## src/rtl/sprite_palette_encoder.sv

```systemverilog
// Loads a sprite rectangle from a raster pixel stream, maps each RGB colour to a
// 4-bit palette index and writes it to frame RAM at base + y*SHEET_W + x.
module sprite_palette_encoder #(
    parameter int SHEET_W = 46,
    parameter int ADDR_W  = 20
) (
    input  logic              Clk,
    input  logic              Reset,
    input  logic              start,
    input  logic [ADDR_W-1:0] base_addr,
    input  logic [9:0]        rect_w,
    input  logic [9:0]        rect_h,
    input  logic              pix_valid,
    input  logic [23:0]       pix_rgb,
    output logic              pix_ready,
    output logic              wr_en,
    output logic [ADDR_W-1:0] wr_addr,
    output logic [3:0]        wr_data,
    output logic              busy,
    output logic              done,
    output logic              bad_color
);

    localparam int PW = ADDR_W + 32;

    typedef enum logic [1:0] {IDLE, LOAD, DRAIN, DONE} state_t;

    state_t            state, state_nxt;
    logic [ADDR_W-1:0] base_q;
    logic [9:0]        w_q, h_q, x_q, y_q;
    logic              accept, last_x, last_pix, start_ok, empty_rect;
    logic [4:0]        pal;
    logic [ADDR_W-1:0] addr_calc;

    // {hit, index}; a miss yields index 0 with hit clear
    function automatic logic [4:0] palette(input logic [23:0] rgb);
        case (rgb)
            24'h800080: return 5'h10;
            24'hFFFDFB: return 5'h11;
            24'hB53121: return 5'h12;
            24'hF83800: return 5'h13;
            24'hE18300: return 5'h14;
            24'h1D7B01: return 5'h15;
            24'hAC7C00: return 5'h16;
            24'hD4E7C7: return 5'h17;
            24'h057987: return 5'h18;
            24'h000000: return 5'h19;
            default:    return 5'h00;
        endcase
    endfunction

    assign accept     = pix_valid && pix_ready;
    assign last_x     = (x_q == w_q - 10'd1);
    assign last_pix   = last_x && (y_q == h_q - 10'd1);
    assign start_ok   = start && (state == IDLE);
    assign empty_rect = (rect_w == 10'd0) || (rect_h == 10'd0);
    assign pal        = palette(pix_rgb);

    // Product formed at full width, then wrapped to the RAM address space
    assign addr_calc = ADDR_W'(PW'(base_q) + PW'(y_q) * PW'(SHEET_W) + PW'(x_q));

    always_ff @(posedge Clk) begin
        if (Reset) state <= IDLE;
        else       state <= state_nxt;
    end

    always_comb begin
        state_nxt = state;
        case (state)
            IDLE:    if (start) state_nxt = empty_rect ? DONE : LOAD;
            LOAD:    if (accept && last_pix) state_nxt = DRAIN;
            DRAIN:   state_nxt = DONE;
            DONE:    state_nxt = IDLE;
            default: state_nxt = IDLE;
        endcase
    end

    always_comb begin
        pix_ready = (state == LOAD);
        busy      = (state == LOAD) || (state == DRAIN);
        done      = (state == DONE);
    end

    always_ff @(posedge Clk) begin
        if (Reset) begin
            base_q    <= '0;
            w_q       <= '0;
            h_q       <= '0;
            x_q       <= '0;
            y_q       <= '0;
            wr_en     <= 1'b0;
            wr_addr   <= '0;
            wr_data   <= '0;
            bad_color <= 1'b0;
        end else begin
            wr_en <= accept;
            if (start_ok) begin
                base_q    <= base_addr;
                w_q       <= rect_w;
                h_q       <= rect_h;
                x_q       <= '0;
                y_q       <= '0;
                bad_color <= 1'b0;
            end
            if (accept) begin
                wr_addr <= addr_calc;
                wr_data <= pal[3:0];
                if (!pal[4]) bad_color <= 1'b1;
                if (last_x) begin
                    x_q <= '0;
                    y_q <= y_q + 10'd1;
                end else begin
                    x_q <= x_q + 10'd1;
                end
            end
        end
    end

endmodule

```

## config.mk

```make
export PLATFORM = sky130hd
export DESIGN_NAME = sprite_palette_encoder
export DESIGN_NICKNAME = d
export VERILOG_FILES = /design/src/rtl/sprite_palette_encoder.sv
export SDC_FILE = /design/constraint.sdc
export NUM_CORES = 1
export LEC_CHECK = 0
export CORE_MARGIN = 2
export CORE_UTILIZATION = 40
export CTS_CLUSTER_DIAMETER = 60
export DETAILED_ROUTE_END_ITERATION = 6
export HOLD_SLACK_MARGIN = 0.1
export SKIP_CTS_REPAIR_TIMING = 1
export SLEW_MARGIN = 30
export SYNTH_ARGS = -nofsm -noshare
export SYNTH_HDL_FRONTEND = slang
export SYNTH_SLANG_ARGS = --single-unit
```

## constraint.sdc

```tcl
create_clock -name Clk -period 6 [get_ports Clk]
set_input_delay 0.6 -clock Clk [delete_from_list [all_inputs] [get_ports Clk]]
set_output_delay 0.6 -clock Clk [all_outputs]
set_load 0.005 [all_outputs]
```

* Word level (Yosys, flattened, before mapping)
Cells that the tools add are included. Widths: inputs -> output; s select.
Word-level totals: input bits 68, flip-flop bits (word level) 88
Cells by class: equal/unequal tests 16, mux-type cells 14, reduce and logical (&&, ||, !) cells 12, add/sub/neg operators 6, $mul 1
Operators with widths (count):
- $eq 24x24->1 const B | 7
- $mux 10 | 6
- $pmux 5 s10 | 1
- $eq 24x19->1 const B | 1
- $eq 24x21->1 const B | 1
- $logic_not 24->1 | 1
- $add 10x1->10 const B | 2
- $add 20x10->20 | 1
- $add 20x16->20 | 1
- $eq 10x10->1 | 2
- $logic_not 10->1 | 2
- $sub 10x1->10 const B | 2
- $mul 10x5->15 const B | 1
- $pmux 2 s4 | 1
- $mux 2 | 3
- $eq 2x2->1 const B | 2
- $logic_and 1x1->1 | 4
- $mux 1 | 3
- $eq 2x1->1 const B | 1
- $logic_not 2->1 | 1
- $logic_or 1x1->1 | 2
- $ne 2x1->1 const B | 1
- $ne 2x2->1 const B | 1
- $reduce_and 2->1 | 1
- $reduce_bool 2->1 | 1

* Logic depth before layout (Yosys ltp)
word-level depth 6, depth in mapped cells 20, mapped depth without buffers 20

* Least setup slack after synthesis
No wires, ideal clock.
path kind flip-flop to flip-flop, start reg y_q[5], end reg wr_addr[18], setup time 0.092 ns, path slack 1.191 ns, arrival 4.717 ns, period minus slack after synthesis 4.809 ns, cell stages (with the launch flop) 20, buffers on the path 0, cell sequence dfxtp_1 ha_1 fa_1 inv_1 fa_1 inv_1 ha_1 a21o_1 a31o_2 a21oi_1 xnor2_1 ha_1 ha_1 a21o_1 a21o_1 o21a_1 and3_1 a22o_1 mux2i_1 nor4_1
Between the ends: word-level cells in the longest chain between the ends 3
RTL lines:
- from (decl) | line 30 | logic [9:0] w_q, h_q, x_q, y_q;
- from (signal assigned) | line 111 | y_q <= y_q + 10'd1;
- $mul 10x5->15 | line 60 | assign addr_calc = ADDR_W'(PW'(base_q) + PW'(y_q) * PW'(SHEET_W) + PW'(x_q));
- $add 20x16->20 | line 60
- $add 20x10->20 | line 60
- to (signal assigned) | line 106 | wr_addr <= addr_calc;
- to (decl) | line 17 | output logic [ADDR_W-1:0] wr_addr,
Every way passes these cells. A chain may end at the register's enable or synchronous reset.

* Final worst setup path
start reg y_q[5], end reg wr_addr[17]
Same word-level chain as after synthesis.

==> out/summary.txt <==
=====================================================================================
CP startpoint ..........................................................       y_q[5]
Synth unique cells .....................................................           67
Number of synthesized flops with an enable pin .........................            0
Final period utilization ...............................................        86.3%
First-pass GRT wire length .............................................     30100 um
Post-synthesis register bit count ......................................           88
Fraction of final layout cells sized beyond drive strength 1 ...........        3.63%
Clock slew seen by the registers of the worst setup and hold paths .....      0.06 ns
Drt total wl ...........................................................     18900 um
Drt initial violations .................................................          461
Flop pwr share .........................................................        35.6%
Accumulated negative setup slack .......................................         0 ns
Final critical path time including I/O delays and setup ................      5.18 ns
Combinational family with the most area after synthesis ................ simple AND/OR/NAND/NOR gates
Type of the worst setup path ...........................................      reg2reg
Total clock sinks ......................................................           88
Total of warnings raised by yosys ......................................            0
Leading cell types in the layout, fill and taps excluded ............... sky130_fd_sc_hd__nand2_1 (115), sky130_fd_sc_hd__clkdlybuf4s50_1 (95), sky130_fd_sc_hd__dfxtp_1 (88)
Ys async rst share .....................................................           0%
CTS tree ...............................................................         done
Routability-driven placement congestion ratio ..........................        0.904
Pin count of the biggest net entering global routing ...................           72
Maximum level of the CTS H-tree ........................................            3
Number of antenna violations at the first check in global routing ......            0
Antenna diodes .........................................................            0
HPWL Detailed ..........................................................     14200 um
Synth Cell Area ........................................................     6850 um2
Placed Instances .......................................................         1141
FF-to-FF setup slack ...................................................      0.82 ns
Placeable core region ..................................................    16600 um2
RSZ-0062 raised after global routing ...................................        false
VDD IR-drop max ........................................................     0.189 mV
Net count after synthesis ..............................................         1009
Via count of the first global-routing pass .............................         5813
Number of vias per cell after detailed routing .........................         5.54
Final standard cell count with taps included and fillers excluded ......         1157
Logic depth of the worst register-to-register path .....................           19
Clock tree skew after final layout .....................................   0.00983 ns
DRT Pass-1 Iters .......................................................            5
Required time at the worst-slack endpoint ..............................      6.30 ns
Worst path arrival time ................................................      5.47 ns
Sequential-to-total area share from yosys stat .........................        25.7%
Tightest Pin Transition ................................................     0.857 ns
Count of unresolved DRC violations after routing .......................            0
Layout net count .......................................................         1085
Tightest Hold Check Type ...............................................      reg2reg
Switching share of power ...............................................        35.0%
Count of boundary I/O pins .............................................           97
Die area ...............................................................    18200 um2
Switching pwr ..........................................................       724 uW
Total overflow reported by the global router ...........................            0
Primary flip-flop cell chosen by synthesis mapping ..................... sky130_fd_sc_hd__dfxtp_1
Highest clock frequency the design can meet ............................      193 MHz
Adder and majority gate portion of the synthesized area ................        18.2%
Fill count .............................................................         1665
Kind of start point of the critical path ...............................     register
Starting density of the core ...........................................        41.1%
Chip Height ............................................................       135 um
Max_slew headroom ......................................................        42.8%
Share of cell area taken by muxes after synthesis ......................       0.658%
Endpoint of the worst register-to-register path ........................  wr_addr[17]
Maximum buffer depth of the clock tree .................................            2
Post-synthesis xor/xnor area fraction ..................................        5.12%
Minimum setup slack in the final design ................................     0.823 ns
Average detailed-routed wire length per instance .......................      16.3 um
Vias after detailed routing ............................................         6414
Part of the power in combinational logic ...............................        33.6%
Clock Latency Late Sink ................................................      0.36 ns
Type of destination of the critical path ...............................     register
Source of the worst register-to-register timing path ...................       y_q[5]
I/O Buffers ............................................................           96
Maximum fanout count along the critical path ...........................            9
Leakage Power ..........................................................      3.49 nW
Run status ............................................................. finished, final reports clean
Die Span X .............................................................       135 um
Std-Cell Rows ..........................................................           47
CTS root buffer ........................................................ sky130_fd_sc_hd__clkbuf_16
Layout overhead on the synthesized area ................................        21.2%
Number of nets with antenna violations after detailed routing ..........            0
Total clock buffers created by CTS .....................................            9
Power per standard cell area ...........................................   249 nW/um2
Design internal power ..................................................      1.34 mW
Most frequent standard cell in the layout excluding fill and tap cells . sky130_fd_sc_hd__nand2_1
Pre-CTS WS .............................................................     0.829 ns
Synth Area per Inst ....................................................     8.00 um2
Final setup violation count ............................................            0
Combined global-route utilization of all metal layers ..................        21.1%
Destination of the critical timing path ................................  wr_addr[17]
Total count of hold-check failures in the final report .................            0
Cells after synthesis ..................................................          856
Fin. max-slew vios .....................................................            0
Post-Synth Simple-Gate Area ............................................        23.9%
Share of the synthesized area in compound gates (AO/OA/AOI/OAI) ........        20.2%
Max-capacitance violation count ........................................            0
Clock power frac .......................................................        30.8%
=====================================================================================
-- power by group through the flow --
| stage | registers [mW] | logic [mW] | clock network [mW] |
|---|---|---|---|
| after floorplan | 0.720 | 0.467 | 0 |
| after global placement | 0.748 | 0.692 | 0 |
| after detailed placement | 0.749 | 0.690 | 0 |
| after CTS | 0.737 | 0.695 | 0.646 |
| after global routing | 0.747 | 0.769 | 0.668 |
| final | 0.737 | 0.694 | 0.637 |
-- state kept, by name, summed over array words and instances (netlist names) --
signal / flops
state: 2
wr_data: 4
w_q: 10
x_q: 10
bad_color: 1
base_q: 20
h_q: 10
wr_en: 1
wr_addr: 20
y_q: 10
-- cell usage after synthesis, types with 3 or more instances --
master,n,area (um2)
sky130_fd_sc_hd__nand2_1,115,432
sky130_fd_sc_hd__dfxtp_1,88,1760
sky130_fd_sc_hd__a21oi_1,76,380
sky130_fd_sc_hd__inv_1,71,267
sky130_fd_sc_hd__ha_1,61,763
sky130_fd_sc_hd__nor2_1,45,169
sky130_fd_sc_hd__nand3_1,40,200
sky130_fd_sc_hd__clkbuf_1,31,116
sky130_fd_sc_hd__xnor2_1,28,245
sky130_fd_sc_hd__fa_1,24,480
sky130_fd_sc_hd__o21ai_0,24,120
sky130_fd_sc_hd__nor3_1,22,110
sky130_fd_sc_hd__nor4_1,15,93.8
sky130_fd_sc_hd__a21o_1,14,105
sky130_fd_sc_hd__nand4_1,12,75.1
sky130_fd_sc_hd__xor2_1,12,105
sky130_fd_sc_hd__and3_1,11,68.8
sky130_fd_sc_hd__nor2b_1,10,62.6
sky130_fd_sc_hd__o21a_1,9,67.6
sky130_fd_sc_hd__or3_1,9,56.3
sky130_fd_sc_hd__a31oi_1,8,50.1
sky130_fd_sc_hd__and2_1,8,50.1
sky130_fd_sc_hd__or4_1,8,60.1
sky130_fd_sc_hd__a211oi_1,7,52.6
sky130_fd_sc_hd__a22o_1,6,52.6
sky130_fd_sc_hd__a32oi_1,5,43.8
sky130_fd_sc_hd__nor3b_1,5,37.5
sky130_fd_sc_hd__nor4b_1,5,43.8
sky130_fd_sc_hd__o211ai_1,5,37.5
sky130_fd_sc_hd__o311ai_0,5,43.8
sky130_fd_sc_hd__o31ai_1,5,37.5
sky130_fd_sc_hd__nand2b_1,4,25.0
sky130_fd_sc_hd__o21ai_1,4,20.0
sky130_fd_sc_hd__o41ai_1,4,35.0
sky130_fd_sc_hd__or4b_1,4,40.0
sky130_fd_sc_hd__a211o_1,3,26.3
sky130_fd_sc_hd__a311oi_1,3,26.3
sky130_fd_sc_hd__a31o_2,3,26.3
sky130_fd_sc_hd__a41oi_1,3,26.3
sky130_fd_sc_hd__and4_1,3,26.3
sky130_fd_sc_hd__mux2i_1,3,30.0
sky130_fd_sc_hd__o21bai_1,3,22.5
sky130_fd_sc_hd__o31a_1,3,26.3
-- critical path, stage by stage, from the launching register on --
cell,delay (ns)
sky130_fd_sc_hd__dfxtp_1,0.54
sky130_fd_sc_hd__ha_1,0.32
sky130_fd_sc_hd__fa_1,0.50
sky130_fd_sc_hd__inv_1,0.05
sky130_fd_sc_hd__fa_1,0.49
sky130_fd_sc_hd__inv_1,0.04
sky130_fd_sc_hd__ha_1,0.35
sky130_fd_sc_hd__a21o_1,0.20
sky130_fd_sc_hd__a31o_2,0.22
sky130_fd_sc_hd__a41oi_1,0.25
sky130_fd_sc_hd__nor2b_1,0.20
sky130_fd_sc_hd__xnor2_1,0.13
sky130_fd_sc_hd__ha_1,0.25
sky130_fd_sc_hd__ha_1,0.36
sky130_fd_sc_hd__and3_1,0.17
sky130_fd_sc_hd__o211ai_1,0.11
sky130_fd_sc_hd__a31oi_1,0.26
sky130_fd_sc_hd__a31oi_1,0.18
sky130_fd_sc_hd__or4_1,0.42
sky130_fd_sc_hd__nand3_1,0.08
-- stage by stage --
step	hold slack [ns]	area, um2	utilization (%)	total power [mW]
after CTS	0.453	8300	49.9	2.08
after floorplan	0.436	6850	-	1.19
after global placement	0.438	7970	47.9	1.44
after global routing	0.481	8300	49.9	2.18
final	0.452	8300	49.9	2.07
after detailed placement	0.446	7970	47.9	1.44
-- cell type report --
class / count / area (um2) / share of cell area, %
clock buffer: 11 / 253 / 3.05
sequential: 88 / 1760 / 21.2
inverter: 71 / 267 / 3.21
multi-input combinational: 659 / 4660 / 56.1
tap: 220 / 275 / 3.32
timing repair buffer: 103 / 1010 / 12.2
clock inverter: 5 / 78.8 / 0.950
-- worst min path at each step --
stage | depth (start not counted) | end | start | slack (ns)
2_1_floorplan | 2 | base_q[2] | base_q[2] | 0.44
3_3_place_gp | 2 | wr_addr[13] | wr_addr[13] | 0.44
3_5_place_dp | 2 | wr_addr[13] | wr_addr[13] | 0.45
4_1_cts | 2 | wr_addr[13] | wr_addr[13] | 0.45
5_1_grt | 2 | base_q[2] | base_q[2] | 0.48
6_report | 2 | wr_addr[13] | wr_addr[13] | 0.45
-- cells by family (layout without fill, tap and decap cells) --
kind of cell / after synthesis / count (layout)
simple gates: 325 / 325
compound gates: 205 / 205
buf+inv: 109 / 190
flops: 88 / 88
fa+ha+maj: 85 / 85
xor+xnor: 40 / 40
mux: 4 / 4
-- metal layers --
layer,routed length [um],global-route usage (%),vias to the layer above,share of wire [%]
met3,1220,4.13,27,6.4
met4,420,8.60,0,2.2
met2,7890,30.4,182,42
li1,-,-,3213,-
met1,9350,30.7,2992,50
met5,0,0,-,0
Power figures use the tool's default switching activity.
